`config.mk`:
```
export PLATFORM = sky130hd
export DESIGN_NAME = seg7_display_ctrl
export DESIGN_NICKNAME = d
export VERILOG_FILES = /design/src/rtl/seg7_display_ctrl.sv
export SDC_FILE = /design/constraint.sdc
export NUM_CORES = 1
export LEC_CHECK = 0
export BUFFER_PORTS_ARGS = -buffer_cell sky130_fd_sc_hd__buf_2
export CAP_MARGIN = 25
export CORE_AREA = 2 2 65 83
export DETAILED_ROUTE_END_ITERATION = 12
export DIE_AREA = 0 0 67 85
export PLACE_DENSITY = 0.73
export SLEW_MARGIN = 20
export SYNTH_ARGS = -nofsm -noshare
export SYNTH_HDL_FRONTEND = slang
export SYNTH_SLANG_ARGS = --single-unit
export TNS_END_PERCENT = 30
```
`constraint.sdc`:
```
create_clock -name i_clk -period 2.4 [get_ports i_clk]
set_input_delay 0.36 -clock i_clk [delete_from_list [all_inputs] [get_ports i_clk]]
set_output_delay 0.36 -clock i_clk [all_outputs]
set_load 0.02 [all_outputs]
```
`src/rtl/seg7_display_ctrl.sv`:
```
// Writes the six hex digits of a value, or six blanks, into the seg7 HEX register bank.
// The processor shares the bank's single write port and always wins it.
//
// state | meaning
// ------+--------------------------------------------------------------
// IDLE  | waiting for Start/Clear; the bank port is free for the processor
// WRITE | issuing one digit write per free cycle, digit 0 first
module seg7_display_ctrl #(
    parameter int DIGITS   = 6,
    parameter bit BLANK_LZ = 1'b1
) (
    input  logic                  i_clk,
    input  logic                  i_rst_n,
    input  logic [4*DIGITS-1:0]   i_value,
    input  logic                  i_start,
    input  logic                  i_clear,
    input  logic [6:0]            i_cpu_data,
    input  logic [2:0]            i_cpu_addr,
    input  logic                  i_cpu_wr,
    output logic [6:0]            o_data,
    output logic [2:0]            o_addr,
    output logic                  o_sel,
    output logic                  o_busy,
    output logic                  o_done
);

    typedef enum logic {IDLE, WRITE} state_t;
    typedef enum logic {MODE_SHOW, MODE_BLANK} mode_t;

    localparam logic [2:0] LAST = 3'(DIGITS - 1);

    state_t               r_state, w_state_nx;
    mode_t                r_mode, w_mode_nx;
    logic [2:0]           r_count, w_count_nx;
    logic [4*DIGITS-1:0]  r_shadow, w_shadow_nx;
    logic [6:0]           r_data, w_data_nx;
    logic [2:0]           r_addr, w_addr_nx;
    logic                 r_sel, w_sel_nx;
    logic                 r_busy, w_busy_nx;
    logic                 r_done, w_done_nx;

    logic [4*DIGITS-1:0]  w_upper;
    logic [6:0]           w_pattern;

    function automatic logic [6:0] hex_decode(input logic [3:0] nib);
        case (nib)
            4'h0: hex_decode = 7'h3F;
            4'h1: hex_decode = 7'h06;
            4'h2: hex_decode = 7'h5B;
            4'h3: hex_decode = 7'h4F;
            4'h4: hex_decode = 7'h66;
            4'h5: hex_decode = 7'h6D;
            4'h6: hex_decode = 7'h7D;
            4'h7: hex_decode = 7'h07;
            4'h8: hex_decode = 7'h7F;
            4'h9: hex_decode = 7'h6F;
            4'hA: hex_decode = 7'h77;
            4'hB: hex_decode = 7'h7C;
            4'hC: hex_decode = 7'h39;
            4'hD: hex_decode = 7'h5E;
            4'hE: hex_decode = 7'h79;
            4'hF: hex_decode = 7'h71;
        endcase
    endfunction

    // Everything from the current digit upward; zero means this digit is a leading zero.
    assign w_upper = r_shadow >> {r_count, 2'b00};

    always_comb begin
        w_pattern = hex_decode(w_upper[3:0]);
        if (r_mode == MODE_BLANK) begin
            w_pattern = 7'h00;
        end else if (BLANK_LZ && (r_count != 3'd0) && (w_upper == '0)) begin
            w_pattern = 7'h00;
        end
    end

    always_comb begin
        w_state_nx  = r_state;
        w_mode_nx   = r_mode;
        w_count_nx  = r_count;
        w_shadow_nx = r_shadow;
        w_data_nx   = r_data;
        w_addr_nx   = r_addr;
        w_sel_nx    = 1'b0;
        w_done_nx   = 1'b0;

        case (r_state)
            IDLE: begin
                if (i_clear) begin
                    w_mode_nx  = MODE_BLANK;
                    w_count_nx = 3'd0;
                    w_state_nx = WRITE;
                end else if (i_start) begin
                    w_shadow_nx = i_value;
                    w_mode_nx   = MODE_SHOW;
                    w_count_nx  = 3'd0;
                    w_state_nx  = WRITE;
                end
            end
            WRITE: begin
                if (!i_cpu_wr) begin
                    w_sel_nx  = 1'b1;
                    w_addr_nx = r_count;
                    w_data_nx = w_pattern;
                    if (r_count == LAST) begin
                        w_done_nx  = 1'b1;
                        w_count_nx = 3'd0;
                        w_state_nx = IDLE;
                        // A request arriving with the final write chains straight into
                        // the next sequence so back-to-back displays have no gap.
                        if (i_clear) begin
                            w_mode_nx  = MODE_BLANK;
                            w_state_nx = WRITE;
                        end else if (i_start) begin
                            w_shadow_nx = i_value;
                            w_mode_nx   = MODE_SHOW;
                            w_state_nx  = WRITE;
                        end
                    end else begin
                        w_count_nx = 3'(r_count + 3'd1);
                    end
                end
            end
            default: w_state_nx = IDLE;
        endcase

        if (i_cpu_wr) begin
            w_sel_nx  = 1'b1;
            w_addr_nx = i_cpu_addr;
            w_data_nx = i_cpu_data;
        end

        w_busy_nx = (w_state_nx == WRITE);
    end

    always_ff @(posedge i_clk or negedge i_rst_n) begin
        if (!i_rst_n) begin
            r_state  <= IDLE;
            r_mode   <= MODE_SHOW;
            r_count  <= 3'd0;
            r_shadow <= '0;
            r_data   <= 7'h00;
            r_addr   <= 3'd0;
            r_sel    <= 1'b0;
            r_busy   <= 1'b0;
            r_done   <= 1'b0;
        end else begin
            r_state  <= w_state_nx;
            r_mode   <= w_mode_nx;
            r_count  <= w_count_nx;
            r_shadow <= w_shadow_nx;
            r_data   <= w_data_nx;
            r_addr   <= w_addr_nx;
            r_sel    <= w_sel_nx;
            r_busy   <= w_busy_nx;
            r_done   <= w_done_nx;
        end
    end

    assign o_data = r_data;
    assign o_addr = r_addr;
    assign o_sel  = r_sel;
    assign o_busy = r_busy;
    assign o_done = r_done;

endmodule

```
# == Yosys cells after proc, flatten, opt, wreduce, memory -nomap -nowiden ==
# Memory sizes are Yosys's and may differ from the RTL's.
# Index checks and enable logic that the tools add are counted.
# totals
ff_bits,41
mem_bits_ro,112
input_bits,39
out_inout_bits,13
wordCells,53
memories,1
# classes
n_addsub,1
n_eq_ne,4
shifts,1
muxes,31
n_bitwise,1
n_reduce_logical,6
# memory_table
memory,depth,width,read_ports,rd_clocked_by_memory_dff,write_ports,line_no,text
(no name shown),16,7,1,0,0,46,case (nib)
# op_table
operator,count
$mux W24,4
$pmux W24 S2,1
$mux W7,4
$logic_not A24 Y1,1
$shr A24 B5 Y24,1
$mux W3,6
$mux W1,13
$pmux W3 S2,1
$pmux W1 S2,2
$reduce_and A2 Y1,2
$add A3 B1 Y3 const B,1
$eq A3 B3 Y1 const B,1
$ne A3 B3 Y1 const B,1
$reduce_bool A3 Y1,1
$ne A2 B1 Y1 const B,1
$ne A2 B2 Y1 const B,1
$reduce_bool A2 Y1,1
$logic_and A1 B1 Y1,1
$not A1 Y1,1

# == Logic depth before layout (Yosys ltp) ==
# Gate-level depths: netlist (run 1).
# depth
word_depth,7
ltp_mapped,10
depth_no_buf,9

# == Least setup slack after synthesis (run 1) ==
# OpenSTA, ideal clock, no wires.
# synth_path
path_type,reg-to-reg
start,reg r_count[0]
end,"reg r_data[0], in the netlist o_data[0]"
setup_ps,129
arrival_time_ps,2399
required_ps,2271
slack_ps,-128
stages_incl_launch_ff,11
n_path_buf,2
period_less_slack_ps,2528
cell_sequence,dfrtp_1 buf_4 buf_2 mux2i_1 nor2_1 nor3_1 ha_1 nand2b_1 a2111oi_0 a21o_1 o31ai_1
# synth_between
elab_chain_len,7
elab_cells_between_ends,9
cone_classes,shift (1); mux (4); reduce/logical (3); memory (1)
# synth_rtl
element,line_no,text
"start, declared",34,"logic [2:0] r_count, w_count_nx;"
"start signal, assigned",151,r_count <= w_count_nx;
"parallel branches: the longest is 3 deep, another holds $mem_v2 Z16 W7",n/a,
$mux W7 (*),73,end else if (BLANK_LZ && (r_count != 3'd0) && (w_upper == '0)) begin
$mux W7 (*),71,if (r_mode == MODE_BLANK) begin
$mux W7 (*),88,case (r_state)
$mux W7 (*),128,if (i_cpu_wr) begin
"end signal, assigned",153,r_data <= w_data_nx;
"end, declared",36,"logic [6:0] r_data, w_data_nx;"
# Every way passes the cells marked *. The select of a mux whose other input is x is not followed.
# A chain may end at the register's enable or synchronous reset.

# == Worst setup path after layout (run 1) ==
# layout_path
start,reg r_count[1]
end,"reg r_data[0], in the netlist o_data[0]"
# Same word-level chain as after synthesis.

==> results of run 1 <==
-- area by class of cell --
cell class	count	area, um^2
Clock inverter	2	10.01
Multi-Input combinational cell	155	1180
Clock buffer	6	72.57
Sequential cell	41	1028
Tap cell	62	77.57
Inverter	7	26.28
Fill cell	474	2167
Timing Repair Buffer	65	372.9
-- synthesized netlist by cell type, types with 3 or more instances --
cell type / count / area share, %
dfrtp_1: 41 / 45
mux2_1: 25 / 12
nor2_1: 15 / 2.5
mux2i_1: 12 / 5.3
nand2_1: 10 / 1.6
a22oi_1: 9 / 3.0
o21ai_0: 8 / 1.8
a21oi_1: 7 / 1.5
inv_1: 7 / 1.2
o31ai_1: 7 / 2.3
ha_1: 6 / 3.3
nand2b_1: 6 / 1.6
nor3_1: 6 / 1.3
o21ai_1: 5 / 1.1
buf_2: 4 / 0.88
clkbuf_1: 4 / 0.66
nand3_1: 4 / 0.88
buf_4: 3 / 0.99
nor4_1: 3 / 0.82
-- power by group --
group,internal [uW],total [uW],leakage (uW),switching (uW)
Combinational,756,1660,0.000754,900
Clock,201,429,0.0000450,228
Sequential,985,1230,0.000505,247
Total,1940,3320,0.00130,1370
-- path summary, 6_finish.rpt --
check                               end         from  cells after the start
min in group i_clk         r_shadow[11]  i_value[11]                      2
max                           o_data[0]   r_count[1]                      9
min                         r_shadow[8]      i_rst_n                      1
max reg2reg                   o_data[0]   r_count[1]                      9
max in group asynchronous    r_count[0]      i_rst_n                      1
min reg2reg                 r_shadow[3]  r_shadow[3]                      1
-- per-layer routing --
layer,up-vias,GRT usage (%),part of all wire (%)
met5,-,0,0
li1,915,-,-
met1,864,23.71,43
met3,10,4.642,4.9
met2,56,30.96,50
met4,0,7.978,2.2
-- cells by family after synthesis --
family / after synthesis / synth area share (%)
buffers and inverters: 19 / 4.164
and+or+nand+nor: 53 / 11.62
muxes: 40 / 19.23
DFF: 41 / 44.93
adders and majority gates: 6 / 3.288
AOI/OAI and AO/OA: 56 / 16.77
-- worst register-to-register path, cell delays in order (launching register included) --
cell,delay (ns)
dfrtp_2,0.47
buf_4,0.16
mux2i_1,0.15
nor3_1,0.07
nor3_2,0.22
ha_1,0.24
nand2b_1,0.08
a2111oi_1,0.40
a21o_2,0.27
o31ai_1,0.10
-- registers in the layout, indices dropped and copies added, names as in the netlist --
signal,cells
o_addr,3
o_busy,1
o_data,7
o_done,1
o_sel,1
r_count,3
r_mode,1
r_shadow,24
-- metrics by stage --
step / area (um^2) / setup slack (ns) / util, % / power (uW) / hold WS, ns
CTS: 2745 / 0.05159 / 55.63 / 3284 / 0.2136
floorplan: 2288 / 0.01598 / - / 2328 / 0.06441
finish: 2768 / 0.1100 / 56.09 / 3317 / 0.1810
global route: 2768 / -0.001683 / 56.09 / 3567 / 0.2500
detailed placement: 2663 / 0.08553 / 53.96 / 2841 / 0.4832
global placement: 2663 / 0.1567 / 53.96 / 2798 / 0.4750
-- timing repair --
action                                  4_1_cts  5_1_grt
endpoints found under the setup margin        0        7
gates resized for setup                       0        6
setup buffers                                 0        1
==> summary.txt, run 1 <==
GRT
  – Vias in the first global route: roughly 1900
  – All-Layer GR Usage: around a fifth
  – Initial antenna violation count: 0
  – Gr ovfl total: 0
  – First-pass GRT wire length: about 8200 um
  – Largest net degree at the start of global routing: 42

Die
  – # IOs: 52
  – Die Y: 85 um
  – Core Area: 4935 um^2
  – Initial Utilization: about 46%
  – FP Rows: 29
  – Die Wd: approximately 67 um
  – DIE AREA: 5695 um^2

Worst setup path
  – Nature of the critical path startpoint: flip-flop
  – Crit path DAT: 2.46 ns
  – Worst Path Buf+Inv: 1
  – Crit Path Max Fanout: 7
  – Slowest CP cell: dfrtp_2
  – FF-to-FF setup slack: 0.11 ns
  – Crit end category: flip-flop
  – Cells along the critical path: buf_4, mux2i_1, nor3_1, nor3_2, ha_1, nand2b_1, a2111oi_1, a21o_2, o31ai_1
  – CP peak stage delay: approximately 0.47 ns
  – Crit path kind: flip-flop to flip-flop
  – Critical path required time: between 2 and 3 ns
  – Worst path top cell family by delay: compound AO/OA/AOI/OAI gates

Synthesis
  – Yosys warnings: 0
  – Post-Syn Nets: between 200 and 300
  – Avg Inst Size Synth: 10.62 um^2
  – Sequential share of the synthesized area: between 40% and 50%
  – Syn Inst Count: between 200 and 250
  – Synth cell types: 42
  – Post-synth EDFFs: 0
  – Async SR Flop Fraction: 100.0%
  – Synthesized flop and latch total: 41
  – Synthesized area: between 2000 and 2500 um^2
  – Predominant post-synthesis flop cell: dfrtp_1

Power
  – Leak: 0.001304 uW
  – VDD IR max: between 500 and 600 uV
  – PD cells: 1198 nW/um^2

Detailed routing
  – Number of DRC violations after detailed-routing iteration 0: 76
  – Via density: approximately 5.5
  – Pre-antenna DRT Iters: 4
  – Vias: ~1800
  – Total wire length: between 4000 and 5000 um
  – DR WL/cell: around 15 um
  – DRC errors left: 0
  – Post-detailed-route count of antenna-violating nets: 0

Layout
  – # nets final: 320
  – Cell Count, Final, Fillers Out: between 300 and 400
  – P&R area growth vs syn: 21.21%
  – Layout cell share with drive strength beyond 1: between 30% and 40%
  – Commonest non-fill, non-tap cell in the layout: buf_2
  – Most frequent cells in the layout: buf_2 (51), dfrtp_1 (39), mux2_1 (25)
  – Inserted Diodes: 0

STA
  – Fin crit period: ~2.3 ns
  – Worst-margin pin slew: between 0.8 and 0.9 ns
  – Max_slew headroom: between 40 and 50%
  – Period Utilization, post-route: roughly 95%
  – Final Max Tran Viols: 0
  – Worst Skew: between 0.007 and 0.008 ns
  – Setup TNS: 0 ns
  – Final hold violations: 0
  – Final setup viols: 0
  – Fmax: approximately 440 MHz

CTS
  – Deepest level of the CTS H-tree: 2
  – Clock Path Buffers: 2
  – TritonCTS clock tree: built
  – Root Buffer: clkbuf_8
  – Sink Count: 41
  – Num CTS Buffers: 5
  – Clock latency on the worst-skew pair: 0.30 ns
  – CTS Hold Bufs: 0
  – Clock transition at the registers of the reported paths: about 0.080 ns

Placement
  – Inst Count DP: 329
  – DP HPWL: around 3800 um
  – Final Wtd Congestion: roughly 0.87
  – IO Port Bufs: 51

Min path
  – Worst min path class: input port to asynchronous set/reset pin

Status
  – Status: completed

Flow run
  – Max-Cap Viols: 0
Power figures use the tool's default switching activity.
==> run 2: changes to the inputs <==
--- a/config.mk
+++ b/config.mk
@@ -8,9 +8,11 @@
 export BUFFER_PORTS_ARGS = -buffer_cell sky130_fd_sc_hd__buf_2
 export CAP_MARGIN = 25
 export CORE_AREA = 2 2 65 83
+export CTS_BUF_LIST = sky130_fd_sc_hd__clkbuf_4 sky130_fd_sc_hd__clkbuf_8 sky130_fd_sc_hd__clkbuf_16
 export DETAILED_ROUTE_END_ITERATION = 12
 export DIE_AREA = 0 0 67 85
 export PLACE_DENSITY = 0.73
+export SETUP_SLACK_MARGIN = 0.5
 export SLEW_MARGIN = 20
 export SYNTH_ARGS = -nofsm -noshare
 export SYNTH_HDL_FRONTEND = slang
==> run 2 against run 1 <==
Power is 11% higher. Highest routed layer unchanged. Global-route usage rose by 0.76 points. Cell area increased by 5.4%.
==> summary.txt, run 2 (synthesized netlist as in run 1, its figures left out) <==
CTS
  – CTS Hold Bufs: 0 (unchanged)
  – Clock transition at the registers of the reported paths: 0.08 ns (about the same)
  – Num CTS Buffers: 5 (unchanged)
  – Clock Path Buffers: 2 (unchanged)
  – Clock latency on the worst-skew pair: 0.29 ns (was 0.30 ns)
  – Deepest level of the CTS H-tree: 2 (unchanged)
  – TritonCTS clock tree: built (unchanged)
  – Sink Count: 41 (unchanged)
  – Root Buffer: clkbuf_8 (unchanged)

Layout
  – Area of the multi-input gates: 1226 um^2 (was 1180 um^2)
  – Seq. cell area: 1028 um^2 (unchanged)
  – # nets final: 327 (was 320)
  – Fill count: 435 (was 474)
  – Inserted Diodes: 0 (unchanged)
  – P&R area growth vs syn: 27.73% (was 21.21%)
  – Finished Core Util: 59.10% (was 56.09%)
  – Most frequent cells in the layout: buf_2 (51), dfrtp_1 (39), mux2_1 (25) (unchanged)
  – Layout cell share with drive strength beyond 1: 34.75% (was 30.07%)
  – Biggest register: r_shadow (unchanged)
  – Largest register FFs: 24 (unchanged)
  – Design Area, Final: 2917 um^2 (was 2768 um^2)
  – Commonest non-fill, non-tap cell in the layout: buf_2 (unchanged)

Status
  – Status: completed (unchanged)

Die
  – Core Area: 4935 um^2 (unchanged)
  – # IOs: 52 (unchanged)
  – Initial Utilization: 46.27% (unchanged)
  – FP Rows: 29 (unchanged)
  – DIE AREA: 5695 um^2 (unchanged)
  – Die Wd: 67 um (unchanged)
  – Die Y: 85 um (unchanged)

GRT
  – Busiest grt layer: met2 (unchanged)
  – Initial antenna violation count: 0 (unchanged)
  – First-pass GRT wire length: 8583 um (was 8224 um)
  – Gr ovfl total: 0 (unchanged)
  – Vias in the first global route: 1867 (was 1856)
  – GR Util met2: 32.94% (was 30.96%)
  – Grt met1 use: 22.84% (was 23.71%)
  – All-Layer GR Usage: 19.76% (was 19.00%)
  – GR Layer Usage met3: 4.509% (was 4.642%)
  – Largest net degree at the start of global routing: 42 (unchanged)

STA
  – Fin crit period: 2.250 ns (was 2.290 ns)
  – Final worst slack: 0.1500 ns (was 0.1100 ns)
  – RSZ-0062 raised after global routing: yes
  – Setup TNS: 0 ns (unchanged)
  – Fmax: 444.5 MHz (was 436.7 MHz)
  – Period Utilization, post-route: 93.75% (was 95.42%)
  – Final setup viols: 0 (unchanged)
  – Final hold violations: 0 (unchanged)
  – Worst-margin pin slew: 0.8543 ns (was 0.8870 ns)
  – Final Max Tran Viols: 0 (unchanged)
  – Worst Skew: 0.005528 ns (was 0.007825 ns)
  – Max_slew headroom: 43.05% (was 40.86%)

Worst setup path
  – Cells along the critical path: buf_6, buf_6, mux2i_1, nor2_1, nor3_2, ha_2, o32a_1, a32oi_2, o21ai_1 (was buf_4, mux2i_1, nor3_1, nor3_2, ha_1, nand2b_1, a2111oi_1, a21o_2, o31ai_1)
  – Slowest CP cell: dfrtp_2 (unchanged)
  – Nature of the critical path startpoint: flip-flop (unchanged)
  – Crit path kind: flip-flop to flip-flop (unchanged)
  – Critical path required time: 2.57 ns (about the same)
  – Cell mode on critical path: buf_6
  – Crit Path Max Fanout: 4 (was 7)
  – Worst Path Buf+Inv: 2 (was 1)
  – Crit path DAT: 2.42 ns (was 2.46 ns)
  – CP peak stage delay: 0.44 ns (was 0.47 ns)
  – Crit end category: flip-flop (unchanged)
  – Worst path top cell family by delay: compound AO/OA/AOI/OAI gates (unchanged)

Flow run
  – Max-Cap Viols: 0 (unchanged)

Detailed routing
  – Vias: 1935 (was 1845)
  – DR WL/cell: 15.74 um (was 14.61 um)
  – DRC errors left: 0 (unchanged)
  – Post-detailed-route count of antenna-violating nets: 0 (unchanged)
  – Pre-antenna DRT Iters: 4 (unchanged)
  – Number of DRC violations after detailed-routing iteration 0: 125 (was 76)
  – Via density: 5.625 (was 5.459)
  – Total wire length: 5416 um (was 4939 um)

Placement
  – Dpl ws: 0.1359 ns (was 0.08553 ns)
  – IO Port Bufs: 51 (unchanged)
  – Final Wtd Congestion: 0.8920 (was 0.8693)
  – DP HPWL: 3772 um (was 3839 um)
  – DP Area: 2666 um^2 (was 2663 um^2)

Power
  – PD cells: 1260 nW/um^2 (was 1198 nW/um^2)
  – Leak: 0.001361 uW (was 0.001304 uW)
  – VDD IR max: 579.3 uV (was 594.7 uV)

Min path
  – Worst min path class: input port to asynchronous set/reset pin (unchanged)
-- run 2: changes by cell type in the layout (fill, tap and decap cells not counted), sizes merged --
cell / previous run / this run
buf: 65 / 71
bufinv: 0 / 1
clkinv: 2 / 1
-- run 2: repair_timing --
| item | in CTS | in global routing |
|---|---|---|
| setup endpoints to repair | 31 | 31 |
| setup buffers | 7 | 1 |
| gates resized for setup | 6 | 10 |
| pin swaps | 11 | 7 |
| gates cloned | 0 | 1 |
-- run 2: report_power, final --
part | internal [uW] | total [uW] | switching [uW]
combinational | 921 | 1920 | 998
clock | 302 | 526 | 224
sequential | 985 | 1230 | 245
-- run 2: path summary, 6_finish.rpt --
path | start | end | slack [ns] | cells after the start
max | r_count[1] | o_data[3] | 0.15 | 9
min | i_rst_n | r_shadow[20] | 0.17 | 1
max reg2reg | r_count[1] | o_data[3] | 0.15 | 9
min reg2reg | r_shadow[2] | r_shadow[2] | 0.50 | 1
max in group asynchronous | i_rst_n | r_count[0] | 1.64 | 1
min in group i_clk | i_cpu_addr[2] | o_addr[2] | 0.28 | 3
-- run 2: cell type report --
type | instances | area share, %
sequential | 41 | 35.26
tap | 62 | 2.660
clock buffer | 5 | 2.360
clock inverter | 2 | 1.201
inverter | 7 | 0.9009
timing repair buffer | 72 | 15.57
multi-input combinational | 155 | 42.04
-- run 2: per-layer routing --
metal  share of wire (%)  vias up
li1                    -      922
met1                  40      935
met2                  52       63
met3                 4.5       15
met4                 3.4        0
met5                   0        -
-- run 2: worst register-to-register path, cell delays in order (launching register included) --
cell and delay [ns]:
dfrtp_2 0.44, buf_6 0.13, buf_6 0.11, mux2i_1 0.17
nor2_1 0.08, nor3_2 0.27, ha_2 0.34, o32a_1 0.36
a32oi_2 0.17, o21ai_1 0.08
-- run 2: stage by stage --
stage | cells | total power (uW) | hold slack [ns]
after floorplan | 215 | 2371 | 0.06441
after global placement | 328 | 2837 | 0.4794
after detailed placement | 328 | 2873 | 0.4849
after CTS | 342 | 3576 | 0.2092
after global routing | 344 | 3913 | 0.2497
final | 344 | 3674 | 0.1739
==> run 3: changes to the inputs <==
--- a/config.mk
+++ b/config.mk
@@ -5,13 +5,13 @@
 export SDC_FILE = /design/constraint.sdc
 export NUM_CORES = 1
 export LEC_CHECK = 0
-export BUFFER_PORTS_ARGS = -buffer_cell sky130_fd_sc_hd__buf_2
 export CAP_MARGIN = 25
-export CORE_AREA = 2 2 65 83
+export CORE_AREA = 2 2 61 78
 export CTS_BUF_LIST = sky130_fd_sc_hd__clkbuf_4 sky130_fd_sc_hd__clkbuf_8 sky130_fd_sc_hd__clkbuf_16
 export DETAILED_ROUTE_END_ITERATION = 12
-export DIE_AREA = 0 0 67 85
-export PLACE_DENSITY = 0.73
+export DIE_AREA = 0 0 63 80
+export DONT_BUFFER_PORTS = 1
+export PLACE_DENSITY = 0.71
 export SETUP_SLACK_MARGIN = 0.5
 export SLEW_MARGIN = 20
 export SYNTH_ARGS = -nofsm -noshare
==> run 3 against run 2 <==
Global-route usage increased by 0.99 points. Sequential power grew 7%. Clock power up 9.9%. Hold slack got worse by 0.010 ns. Sequential share of layout area is 1.9 points higher. First-iteration DRC count fell by 49%. Highest routed layer unchanged. Flip-flop and latch count did not move. Cell count fell by 15%.
==> summary.txt, run 3 (synthesized netlist as in run 1, its figures left out) <==
Status
  – Status: completed (unchanged)

Placement
  – DP HPWL: 3673 um (was 3772 um)
  – Inst Count DP: 273 (was 328)
  – IO Port Bufs: 0 (was 51)
  – Final Wtd Congestion: 0.8764 (was 0.8920)
  – DP Area: 2406 um^2 (was 2666 um^2)

Flow run
  – Max-Cap Viols: 0 (unchanged)

Worst setup path
  – Crit path DAT: 2.42 ns (about the same)
  – Critical path required time: 2.60 ns (was 2.57 ns)
  – Crit path kind: flip-flop to flip-flop (unchanged)
  – Crit Path Max Fanout: 7 (was 4)
  – Crit end category: flip-flop (unchanged)
  – Nature of the critical path startpoint: flip-flop (unchanged)

STA
  – Worst Hold Slack: 0.1636 ns (was 0.1739 ns)
  – Setup TNS: 0 ns (unchanged)
  – Max_slew headroom: 64.53% (was 43.05%)
  – Final Max Tran Viols: 0 (unchanged)
  – Period Utilization, post-route: 92.55% (was 93.75%)
  – Fmax: 450.2 MHz (was 444.5 MHz)
  – Fin crit period: 2.221 ns (was 2.250 ns)
  – Worst-margin pin slew: 0.5320 ns (was 0.8543 ns)
  – Final setup viols: 0 (unchanged)
  – Final hold violations: 0 (unchanged)
  – RSZ-0062 raised after global routing: yes (unchanged)
  – Worst Skew: 0.01063 ns (was 0.005528 ns)

Layout
  – Most frequent cells in the layout: dfrtp_1 (39), mux2_1 (25), buf_4 (19) (was buf_2 (51), dfrtp_1 (39), mux2_1 (25))
  – Commonest non-fill, non-tap cell in the layout: dfrtp_1 (was buf_2)
  – # nets final: 280 (was 327)
  – Largest register FFs: 24 (unchanged)
  – Layout cell share with drive strength beyond 1: 24.15% (was 34.75%)
  – Design Area, Final: 2764 um^2 (was 2917 um^2)
  – Cell Count, Final, Fillers Out: 294 (was 344)
  – P&R area growth vs syn: 21.04% (was 27.73%)
  – Inserted Diodes: 0 (unchanged)
  – Biggest register: r_shadow (unchanged)

Min path
  – Worst min path class: input port to flip-flop (was input port to asynchronous set/reset pin)

GRT
  – First-pass GRT wire length: 8190 um (was 8583 um)
  – All-Layer GR Usage: 20.75% (was 19.76%)
  – Largest net degree at the start of global routing: 42 (unchanged)
  – Initial antenna violation count: 0 (unchanged)
  – Gr ovfl total: 0 (unchanged)
  – Vias in the first global route: 1709 (was 1867)

CTS
  – Num CTS Buffers: 5 (unchanged)
  – Clock Path Buffers: 2 (unchanged)
  – Clock latency on the worst-skew pair: 0.30 ns (was 0.29 ns)
  – Root Buffer: clkbuf_8 (unchanged)
  – TritonCTS clock tree: built (unchanged)
  – Clock transition at the registers of the reported paths: 0.08 ns (about the same)
  – Sink Count: 41 (unchanged)
  – Deepest level of the CTS H-tree: 2 (unchanged)

Die
  – Initial Utilization: 53.22% (was 46.27%)
  – # IOs: 52 (unchanged)
  – Die Y: 80 um (was 85 um)
  – Die Wd: 63 um (was 67 um)
  – Core Area: 4290 um^2 (was 4935 um^2)
  – FP Rows: 27 (was 29)
  – DIE AREA: 5040 um^2 (was 5695 um^2)

Detailed routing
  – Number of DRC violations after detailed-routing iteration 0: 64 (was 125)
  – Pre-antenna DRT Iters: 4 (unchanged)
  – DRC errors left: 0 (unchanged)
  – DR WL/cell: 17.20 um (was 15.74 um)
  – Vias: 1750 (was 1935)
  – Total wire length: 5057 um (was 5416 um)
  – Post-detailed-route count of antenna-violating nets: 0 (unchanged)
  – Via density: 5.952 (was 5.625)

Power
  – PD cells: 1345 nW/um^2 (was 1260 nW/um^2)
  – Leak: 0.001190 uW (was 0.001361 uW)
  – PnR Total Power: 3717 uW (was 3674 uW)
  – VDD IR max: 616.8 uV (was 579.3 uV)
==> run 3: cell types whose count changed in the layout (fill, tap and decap cells not counted), sizes merged <==
cell	previous run	this run
buf	71	23
clkbuf	6	7
clkinv	1	0
clkinvlp	0	1
dlygate4sd3	0	1
==> run 3: final cells by class <==
cell class | instances | area, um^2
clock buffer | 6 | 82.58
clock inverter | 2 | 37.54
multi-input combinational | 155 | 1276
timing repair buffer | 25 | 240.2
sequential | 41 | 1028
fill | 340 | 1526
inverter | 7 | 26.28
tap | 58 | 72.57
==> run 3: layer usage <==
metal | vias to the layer above | global-route usage (%) | part of all wire (%)
li1 | 835 | - | -
met3 | 9 | 4.513 | 5.2
met1 | 854 | 25.66 | 42
met4 | 0 | 6.889 | 1.5
met2 | 52 | 35.85 | 51
met5 | - | 0 | 0
==> run 3: final timing paths <==
| kind | startpoint | to | slack, ns | cells after the start |
|---|---|---|---|---|
| worst max-delay path | r_count[1] | o_data[4] | 0.18 | 8 |
| worst min-delay path | i_start | o_busy | 0.16 | 2 |
| worst max register to register | r_count[1] | o_data[4] | 0.18 | 8 |
| worst min register to register | r_shadow[0] | r_shadow[0] | 0.49 | 1 |
| max in group asynchronous | i_rst_n | r_count[0] | 1.67 | 2 |
| min in group asynchronous | i_rst_n | o_addr[2] | 0.52 | 2 |
==> run 3: timing repair <==
action / 4_1_cts / 5_1_grt
resized for setup: 9 / 15
setup buffers: 9 / 1
hold endpoints to repair: 41 / 0
hold buffers: 2 / 0
endpoints found under the setup margin: 31 / 31
gates cloned: 0 / 1
pin swaps: 11 / 5
==> run 3: power breakdown <==
group          switching [uW]  internal (uW)  total, uW  leakage (uW)
sequential                337            984       1320      0.000505
combinational             917            901       1820      0.000628
clock                     240            338        578     0.0000574
total                    1490           2220       3720       0.00119
==> run 3: worst max-delay path, stage by stage (launching register included) <==
cell      delay, ns
dfrtp_2        0.47
mux2i_1        0.15
o32a_1         0.37
and2_4         0.16
ha_4           0.16
a311oi_2       0.20
o21ai_1        0.10
a21o_2         0.27
o31ai_4        0.25
==> run 3: stage by stage <==
| stage | worst slack [ns] | util (%) |
|---|---|---|
| finish | 0.1788 | 64.42 |
| global placement | 0.1923 | 56.08 |
| detailed placement | 0.07869 | 56.08 |
| global route | 0.09119 | 64.42 |
| CTS | 0.2342 | 61.91 |
| floorplan | 0.1869 | - |
